File: src/rtl/bht_pred_ctrl_pkg.sv
// Shared types for the branch predictor controller: counter encodings,
// the in-flight queue entry and the 2-bit saturating counter update.
package bht_pred_ctrl_pkg;

    localparam int IDX_W = 10;

    typedef enum logic [1:0] {
        SNT = 2'b00,
        WNT = 2'b01,
        WT  = 2'b10,
        ST  = 2'b11
    } ctr_e;

    typedef struct packed {
        logic [IDX_W-1:0] idx;
        logic [1:0]       ctr;
        logic [IDX_W-1:0] ghr;
    } entry_t;

    function automatic logic [1:0] sat_update(input logic [1:0] ctr, input logic taken);
        logic [1:0] nxt;
        nxt = ctr;
        if (taken && (ctr != ST)) begin
            nxt = ctr + 2'd1;
        end else if (!taken && (ctr != SNT)) begin
            nxt = ctr - 2'd1;
        end
        return nxt;
    endfunction

endpackage

File: src/rtl/bht_pred_ctrl_if.sv
// Fetch-side prediction request and branch resolution signals.
interface bht_pred_ctrl_if #(
    parameter int PC_W = 32
);
    logic            pred_valid;
    logic [PC_W-1:0] pred_pc;
    logic            pred_ready;
    logic            pred_out_valid;
    logic            pred_taken;
    logic            res_valid;
    logic            res_taken;
    logic            mispredict;

    modport master (
        output pred_valid, pred_pc, res_valid, res_taken,
        input  pred_ready, pred_out_valid, pred_taken, mispredict
    );

    modport slave (
        input  pred_valid, pred_pc, res_valid, res_taken,
        output pred_ready, pred_out_valid, pred_taken, mispredict
    );
endinterface

File: src/rtl/bht_pred_ctrl_fifo.sv
// In-order queue of in-flight branches; head is readable combinationally
// so the resolve path can compute the write-back in the same cycle.
module bp_inflight_fifo
    import bht_pred_ctrl_pkg::*;
#(
    parameter int  DEPTH = 4,
    localparam int CNT_W = $clog2(DEPTH) + 1
) (
    input  logic             clk,
    input  logic             rst_n,
    input  logic             push,
    input  logic             pop,
    input  logic             flush,
    input  entry_t           push_data,
    output entry_t           head,
    output logic             full,
    output logic             empty,
    output logic [CNT_W-1:0] count
);
    localparam int PTR_W = $clog2(DEPTH);

    logic [PTR_W-1:0] wr_ptr_reg;
    logic [PTR_W-1:0] rd_ptr_reg;
    logic [CNT_W-1:0] count_reg;
    entry_t           entry_reg [DEPTH];
    logic             do_push;
    logic             do_pop;

    assign full    = (count_reg == CNT_W'(DEPTH));
    assign empty   = (count_reg == '0);
    assign count   = count_reg;
    assign head    = entry_reg[rd_ptr_reg];
    assign do_push = push && !full;
    assign do_pop  = pop && !empty;

    // Pointers wrap naturally because DEPTH is a power of two.
    always_ff @(posedge clk) begin
        if (!rst_n || flush) begin
            wr_ptr_reg <= '0;
            rd_ptr_reg <= '0;
            count_reg  <= '0;
        end else begin
            if (do_push) wr_ptr_reg <= wr_ptr_reg + PTR_W'(1);
            if (do_pop)  rd_ptr_reg <= rd_ptr_reg + PTR_W'(1);
            count_reg <= count_reg + CNT_W'(do_push) - CNT_W'(do_pop);
        end
    end

    for (genvar gi = 0; gi < DEPTH; gi++) begin : g_entry
        always_ff @(posedge clk) begin
            if (do_push && (wr_ptr_reg == PTR_W'(gi))) begin
                entry_reg[gi] <= push_data;
            end
        end
    end

endmodule

File: src/rtl/bht_pred_ctrl.sv
// gshare prediction controller in front of a 2-bit BHT: predicts, tracks
// in-flight branches, writes back trained counters and repairs the GHR.
module bht_pred_ctrl #(
    parameter int  IDX_W = 10,
    parameter int  DEPTH = 4,
    parameter int  PC_W  = 32,
    localparam int CNT_W = $clog2(DEPTH) + 1
) (
    input  logic                 clk,
    input  logic                 rst_n,
    bht_pred_ctrl_if.slave       bus,
    output logic                 err,
    output logic [CNT_W-1:0]     inflight,
    output logic [IDX_W-1:0]     bht_idx,
    input  logic [1:0]           bht_rdata,
    output logic [1:0]           bht_wdata,
    output logic                 bht_wr
);
    import bht_pred_ctrl_pkg::*;

    logic [IDX_W-1:0] ghr_reg;
    logic [IDX_W-1:0] wr_idx_reg;
    logic [1:0]       bht_wdata_reg;
    logic             bht_wr_reg;
    logic             pred_out_valid_reg;
    logic             pred_taken_reg;
    logic             mispredict_reg;
    logic             err_reg;

    logic [IDX_W-1:0] idx;
    entry_t           head;
    entry_t           push_data;
    logic             full;
    logic             empty;
    logic             accept;
    logic             resolve;
    logic             mis;

    assign idx       = bus.pred_pc[IDX_W+1:2] ^ ghr_reg;
    assign push_data = '{idx: idx, ctr: bht_rdata, ghr: ghr_reg};

    // A pending write owns the shared table port, so prediction stalls.
    assign bus.pred_ready = !full && !bht_wr_reg;
    assign accept         = bus.pred_valid && bus.pred_ready;
    assign resolve        = bus.res_valid && !empty;
    assign mis            = resolve && (head.ctr[1] != bus.res_taken);

    bp_inflight_fifo #(.DEPTH(DEPTH)) u_fifo (
        .clk       (clk),
        .rst_n     (rst_n),
        .push      (accept && !mis),
        .pop       (resolve),
        .flush     (mis),
        .push_data (push_data),
        .head      (head),
        .full      (full),
        .empty     (empty),
        .count     (inflight)
    );

    always_ff @(posedge clk) begin
        if (!rst_n) begin
            ghr_reg            <= '0;
            wr_idx_reg         <= '0;
            bht_wdata_reg      <= '0;
            bht_wr_reg         <= 1'b0;
            pred_out_valid_reg <= 1'b0;
            pred_taken_reg     <= 1'b0;
            mispredict_reg     <= 1'b0;
            err_reg            <= 1'b0;
        end else begin
            pred_out_valid_reg <= accept && !mis;
            mispredict_reg     <= mis;
            bht_wr_reg         <= resolve;
            err_reg            <= err_reg | (bus.res_valid && empty);
            if (accept && !mis) begin
                pred_taken_reg <= bht_rdata[1];
            end
            if (resolve) begin
                bht_wdata_reg <= sat_update(head.ctr, bus.res_taken);
                wr_idx_reg    <= head.idx;
            end
            // Repair rebuilds history from the mispredicted branch's snapshot.
            if (mis) begin
                ghr_reg <= {head.ghr[IDX_W-2:0], bus.res_taken};
            end else if (accept) begin
                ghr_reg <= {ghr_reg[IDX_W-2:0], bht_rdata[1]};
            end
        end
    end

    assign bht_idx            = bht_wr_reg ? wr_idx_reg : idx;
    assign bht_wr             = bht_wr_reg;
    assign bht_wdata          = bht_wdata_reg;
    assign bus.pred_out_valid = pred_out_valid_reg;
    assign bus.pred_taken     = pred_taken_reg;
    assign bus.mispredict     = mispredict_reg;
    assign err                = err_reg;

endmodule

File: src/flat_wrapper.sv
// flat-port wrapper written by rule: the top's interface ports become plain ports
module bht_pred_ctrl_flat import bht_pred_ctrl_pkg::*;
#(
    parameter int  IDX_W = 10,
    parameter int  DEPTH = 4,
    parameter int  PC_W  = 32,
    localparam int CNT_W = $clog2(DEPTH) + 1
)
  (clk, rst_n, err, inflight, bht_idx, bht_rdata, bht_wdata, bht_wr, bus_pred_valid, bus_pred_pc, bus_res_valid, bus_res_taken, bus_pred_ready, bus_pred_out_valid, bus_pred_taken, bus_mispredict);
  bht_pred_ctrl_if #(.PC_W(PC_W)) bus_i ();
  input  logic clk;
  input  logic rst_n;
  output logic err;
  output logic [CNT_W-1:0] inflight;
  output logic [IDX_W-1:0] bht_idx;
  input  logic [1:0] bht_rdata;
  output logic [1:0] bht_wdata;
  output logic bht_wr;
  input wire logic [$bits(bus_i.pred_valid)-1:0] bus_pred_valid;
  input wire logic [$bits(bus_i.pred_pc)-1:0] bus_pred_pc;
  input wire logic [$bits(bus_i.res_valid)-1:0] bus_res_valid;
  input wire logic [$bits(bus_i.res_taken)-1:0] bus_res_taken;
  output wire logic [$bits(bus_i.pred_ready)-1:0] bus_pred_ready;
  output wire logic [$bits(bus_i.pred_out_valid)-1:0] bus_pred_out_valid;
  output wire logic [$bits(bus_i.pred_taken)-1:0] bus_pred_taken;
  output wire logic [$bits(bus_i.mispredict)-1:0] bus_mispredict;
  assign bus_i.pred_valid = bus_pred_valid;
  assign bus_i.pred_pc = bus_pred_pc;
  assign bus_i.res_valid = bus_res_valid;
  assign bus_i.res_taken = bus_res_taken;
  assign bus_pred_ready = bus_i.pred_ready;
  assign bus_pred_out_valid = bus_i.pred_out_valid;
  assign bus_pred_taken = bus_i.pred_taken;
  assign bus_mispredict = bus_i.mispredict;
  bht_pred_ctrl #(.IDX_W(IDX_W), .DEPTH(DEPTH), .PC_W(PC_W)) u_core (.clk(clk), .rst_n(rst_n), .bus(bus_i), .err(err), .inflight(inflight), .bht_idx(bht_idx), .bht_rdata(bht_rdata), .bht_wdata(bht_wdata), .bht_wr(bht_wr));
endmodule
File: config.mk
export PLATFORM = sky130hd
export DESIGN_NAME = bht_pred_ctrl_flat
export DESIGN_NICKNAME = d
export VERILOG_FILES = /design/src/rtl/bht_pred_ctrl_pkg.sv /design/src/rtl/bht_pred_ctrl_if.sv /design/src/rtl/bht_pred_ctrl_fifo.sv /design/src/rtl/bht_pred_ctrl.sv /design/src/flat_wrapper.sv
export SDC_FILE = /design/constraint.sdc
export NUM_CORES = 1
export LEC_CHECK = 0
export BUFFER_PORTS_ARGS = -buffer_cell sky130_fd_sc_hd__clkbuf_2
export CAP_MARGIN = 20
export CORE_ASPECT_RATIO = 1.75
export CORE_UTILIZATION = 62
export DETAILED_ROUTE_END_ITERATION = 8
export PLACE_DENSITY_LB_ADDON = 0.08
export SLEW_MARGIN = 10
export SYNTH_ARGS = -nofsm -noshare
export SYNTH_HDL_FRONTEND = slang
export SYNTH_SLANG_ARGS = --single-unit
File: constraint.sdc
create_clock -name clk -period 8.4 [get_ports clk]
set_clock_uncertainty 0.2 [all_clocks]
set_input_delay 0.42 -clock clk [delete_from_list [all_inputs] [get_ports clk]]
set_output_delay 0.42 -clock clk [all_outputs]
set_load 0.03 [all_outputs]
==> metrics.csv <==
metric,value,unit
post-CTS setup buffer count,0,
Final Util,75.3,%
DR iter-0 viols,184,
number of global-route vias before repair,2897,
Clock transition at path regs,0.05,ns
pin count of the biggest net entering global routing,21,
setup TNS,0,ns
Ys Warns,0,
area delta synth->final,18.1,%
DRT Pass-1 Iters,5,
CP bufs+invs,2,
top cell type's share of synthesized area,52.2,%
detailed-route via count,2755,
Critical Path Source Type,flip-flop,
Final Hold Vio Count,0,
Pleak,2.12,nW
worst hold path depth,1,
cts repair resizes,0,
max incr delay on CP,0.67,ns
"EDFF count, synth",84,
CTS tree,yes,
max reg flops,84,
Synth cell types,36,
Nets,404,
placed wire-length estimate,5.72,mm
Die H,119,microns
worst-margin pin slew,1.01,ns
Max rail drop VDD,0.250,mV
core area,7570,sq um
Post-DRT Antenna Nets,0,
post-synthesis area per instance,15.8,sq um
final period utilization,42.2,%
fraction of layout cells with a size suffix above 1,30.4,%
ys flop type,edfxtp_1,
R2R Path End,u_core.u_fifo.count[2]$_SDFF_PP0_,
n_diodes,0,
Worst path slowest cell,clkinv_1,
Reg-to-Reg Start,u_core.u_fifo.count[1]$_SDFF_PP0_,
CP endpoint kind,flip-flop,
# fillers,477,
DR DRC count,0,
Site Rows,42,
Placement Setup Slack,4.81,ns
final wirelength,9.67,mm
initial antenna violation count,0,
Max Clk Rate,0.282,GHz
Synth Cell Area,4830,sq um
status,"complete, no violations",
PwrDens,376,nW/um^2
Worst-Skew Late Latency,0.41,ns
CP cell instances,o31ai_2 -> clkinv_1 -> nand2b_4 -> nand2_1 -> ha_1 -> inv_1 -> ha_1 -> fa_1 -> xnor2_1 -> xnor2_1 -> nor2_1,
CTS Root Cell,clkbuf_16,
Routed WL per cell,21.2,microns
most numerous cell in the Yosys netlist,edfxtp_1,
clk buf depth,2,
Synth area leaders,"edfxtp_1 (52%), dfxtp_1 (15%), mux4_2 (9.8%), mux2_2 (2.8%), ha_1 (2.1%)",
GRT Residual Overflow,0,
CTS sink cnt,120,
Worst Hold Class,in2reg,
CP max FO,19,
Max-slew headroom,32.2,%
Max Cap Viol,0,
GPL Wtd Cong,0.773,
die width,68.7,microns
kind of critical path,reg2reg,
family with the most delay on the worst path,adder cells,
CP required,8.45,ns
DR vias/cell,6.03,
number of buffers created by CTS,17,
setup slack after layout,4.85,ns
register-to-register setup slack,4.85,ns
Setup Viol. Count Final,0,
Overall Global Routing Usage,26.9,%
Cells after Synth,306,
RSZ-0062 raised after global routing,no,
cell area after layout,5700,sq um
fin. max-slew vios,0,
hold buffer count at CTS,0,
I/O pin total,60,
initial cell density of the core,63.8,%
Post-synth top cells,"edfxtp_1 (84), dfxtp_1 (36), nand2_1 (25)",
Yosys reg bits,120,
FF-to-FF path depth,11,
number of port buffers,37,
hold path startpoint,bht_rdata[0],
ys async rst share,0,%
cell area after placement,5120,sq um
worst path arrival time,3.59,ns
sequential share of the synthesized area,67.2,%
H-tree levels,4,
first-pass GRT wire length,14.8,mm
Period minus WS final,3.55,ns
die area,8160,sq um
top cell type by total area after synthesis,edfxtp_1,
syn_nets,354,
Hold Path Sink,u_core.u_fifo.entry_reg[3][10]$_DFFE_PP_,
metrics by stage:
stage / instances / total power (W) / hold slack [ns]
5_1_grt: 457 / 0.00225 / 0.0325
4_1_cts: 457 / 0.00216 / 0.0221
6_report: 457 / 0.00215 / 0.0346
3_5_place_dp: 425 / 0.00145 / 0.247
2_1_floorplan: 306 / 0.00129 / 0.233
3_3_place_gp: 425 / 0.00143 / 0.238
layer usage:
metal	GRT usage (%)	routed length, microns	vias up
li1	-	-	1255
met3	7.92	498	20
met1	31.4	3620	1399
met4	10.8	179	0
met5	0	0	-
met2	44.8	5370	81
worst max path at each step:
stage,slack (ns),cells after the start,to,from
4_1_cts,4.78,11,u_core.u_fifo.count[2]$_SDFF_PP0_,u_core.u_fifo.count[1]$_SDFF_PP0_
3_5_place_dp,4.81,11,u_core.u_fifo.count[2]$_SDFF_PP0_,u_core.u_fifo.count[1]$_SDFF_PP0_
2_1_floorplan,5.35,12,u_core.u_fifo.count[2]$_SDFF_PP0_,flip-flop
6_report,4.85,11,u_core.u_fifo.count[2]$_SDFF_PP0_,u_core.u_fifo.count[1]$_SDFF_PP0_
3_3_place_gp,4.92,11,u_core.u_fifo.count[2]$_SDFF_PP0_,u_core.u_fifo.count[1]$_SDFF_PP0_
5_1_grt,4.62,11,u_core.u_fifo.count[2]$_SDFF_PP0_,u_core.u_fifo.count[1]$_SDFF_PP0_
power by group:
group          switching (W)  total [W]  internal, W  leakage [nW]
logic               0.000352   0.000588     0.000237         0.758
clock network       0.000238   0.000702     0.000464         0.292
registers          0.0000722   0.000856     0.000784          1.07
cell type report:
| cell class | count | area, sq um | share of cell area [%] |
|---|---|---|---|
| Sequential cell | 120 | 3240 | 56.9 |
| Multi-Input combinational cell | 158 | 1470 | 25.8 |
| Tap cell | 88 | 110 | 1.93 |
| Inverter | 15 | 56.3 | 0.987 |
| Timing Repair Buffer | 44 | 238 | 4.17 |
| Clock inverter | 9 | 97.6 | 1.71 |
| Clock buffer | 23 | 488 | 8.56 |
logic make-up after synthesis:
logic type,count (synthesis),share of synthesized area (%)
mux,43,14.7
flops,120,67.2
buf+inv,28,2.54
compound gates,34,4.25
fa+ha+maj,9,2.49
xor+xnor,17,3.47
simple gates,55,5.44
worst reg2reg max path, stage by stage, from the launching register on:
cell and delay, ns:
dfxtp_1 0.37, o31ai_2 0.31, clkinv_1 0.67, nand2b_4 0.45, nand2_1 0.09, ha_1 0.32
inv_1 0.04, ha_1 0.18, fa_1 0.38, xnor2_1 0.18, xnor2_1 0.14, nor2_1 0.05
layout by cell type, fill, tap and decap left out, types with 10 or more instances in the layout:
cell,Yosys,layout
mux2_2,12,12
dfxtp_1,36,36
nand2_1,25,25
clkbuf_2,0,37
inv_1,13,13
nor2_1,10,10
xor2_1,11,11
clkbuf_16,0,17
mux4_2,21,21
edfxtp_1,84,84
mux2i_1,10,10
a21oi_1,14,14
No activity file was read; power rests on OpenSTA's default activity.
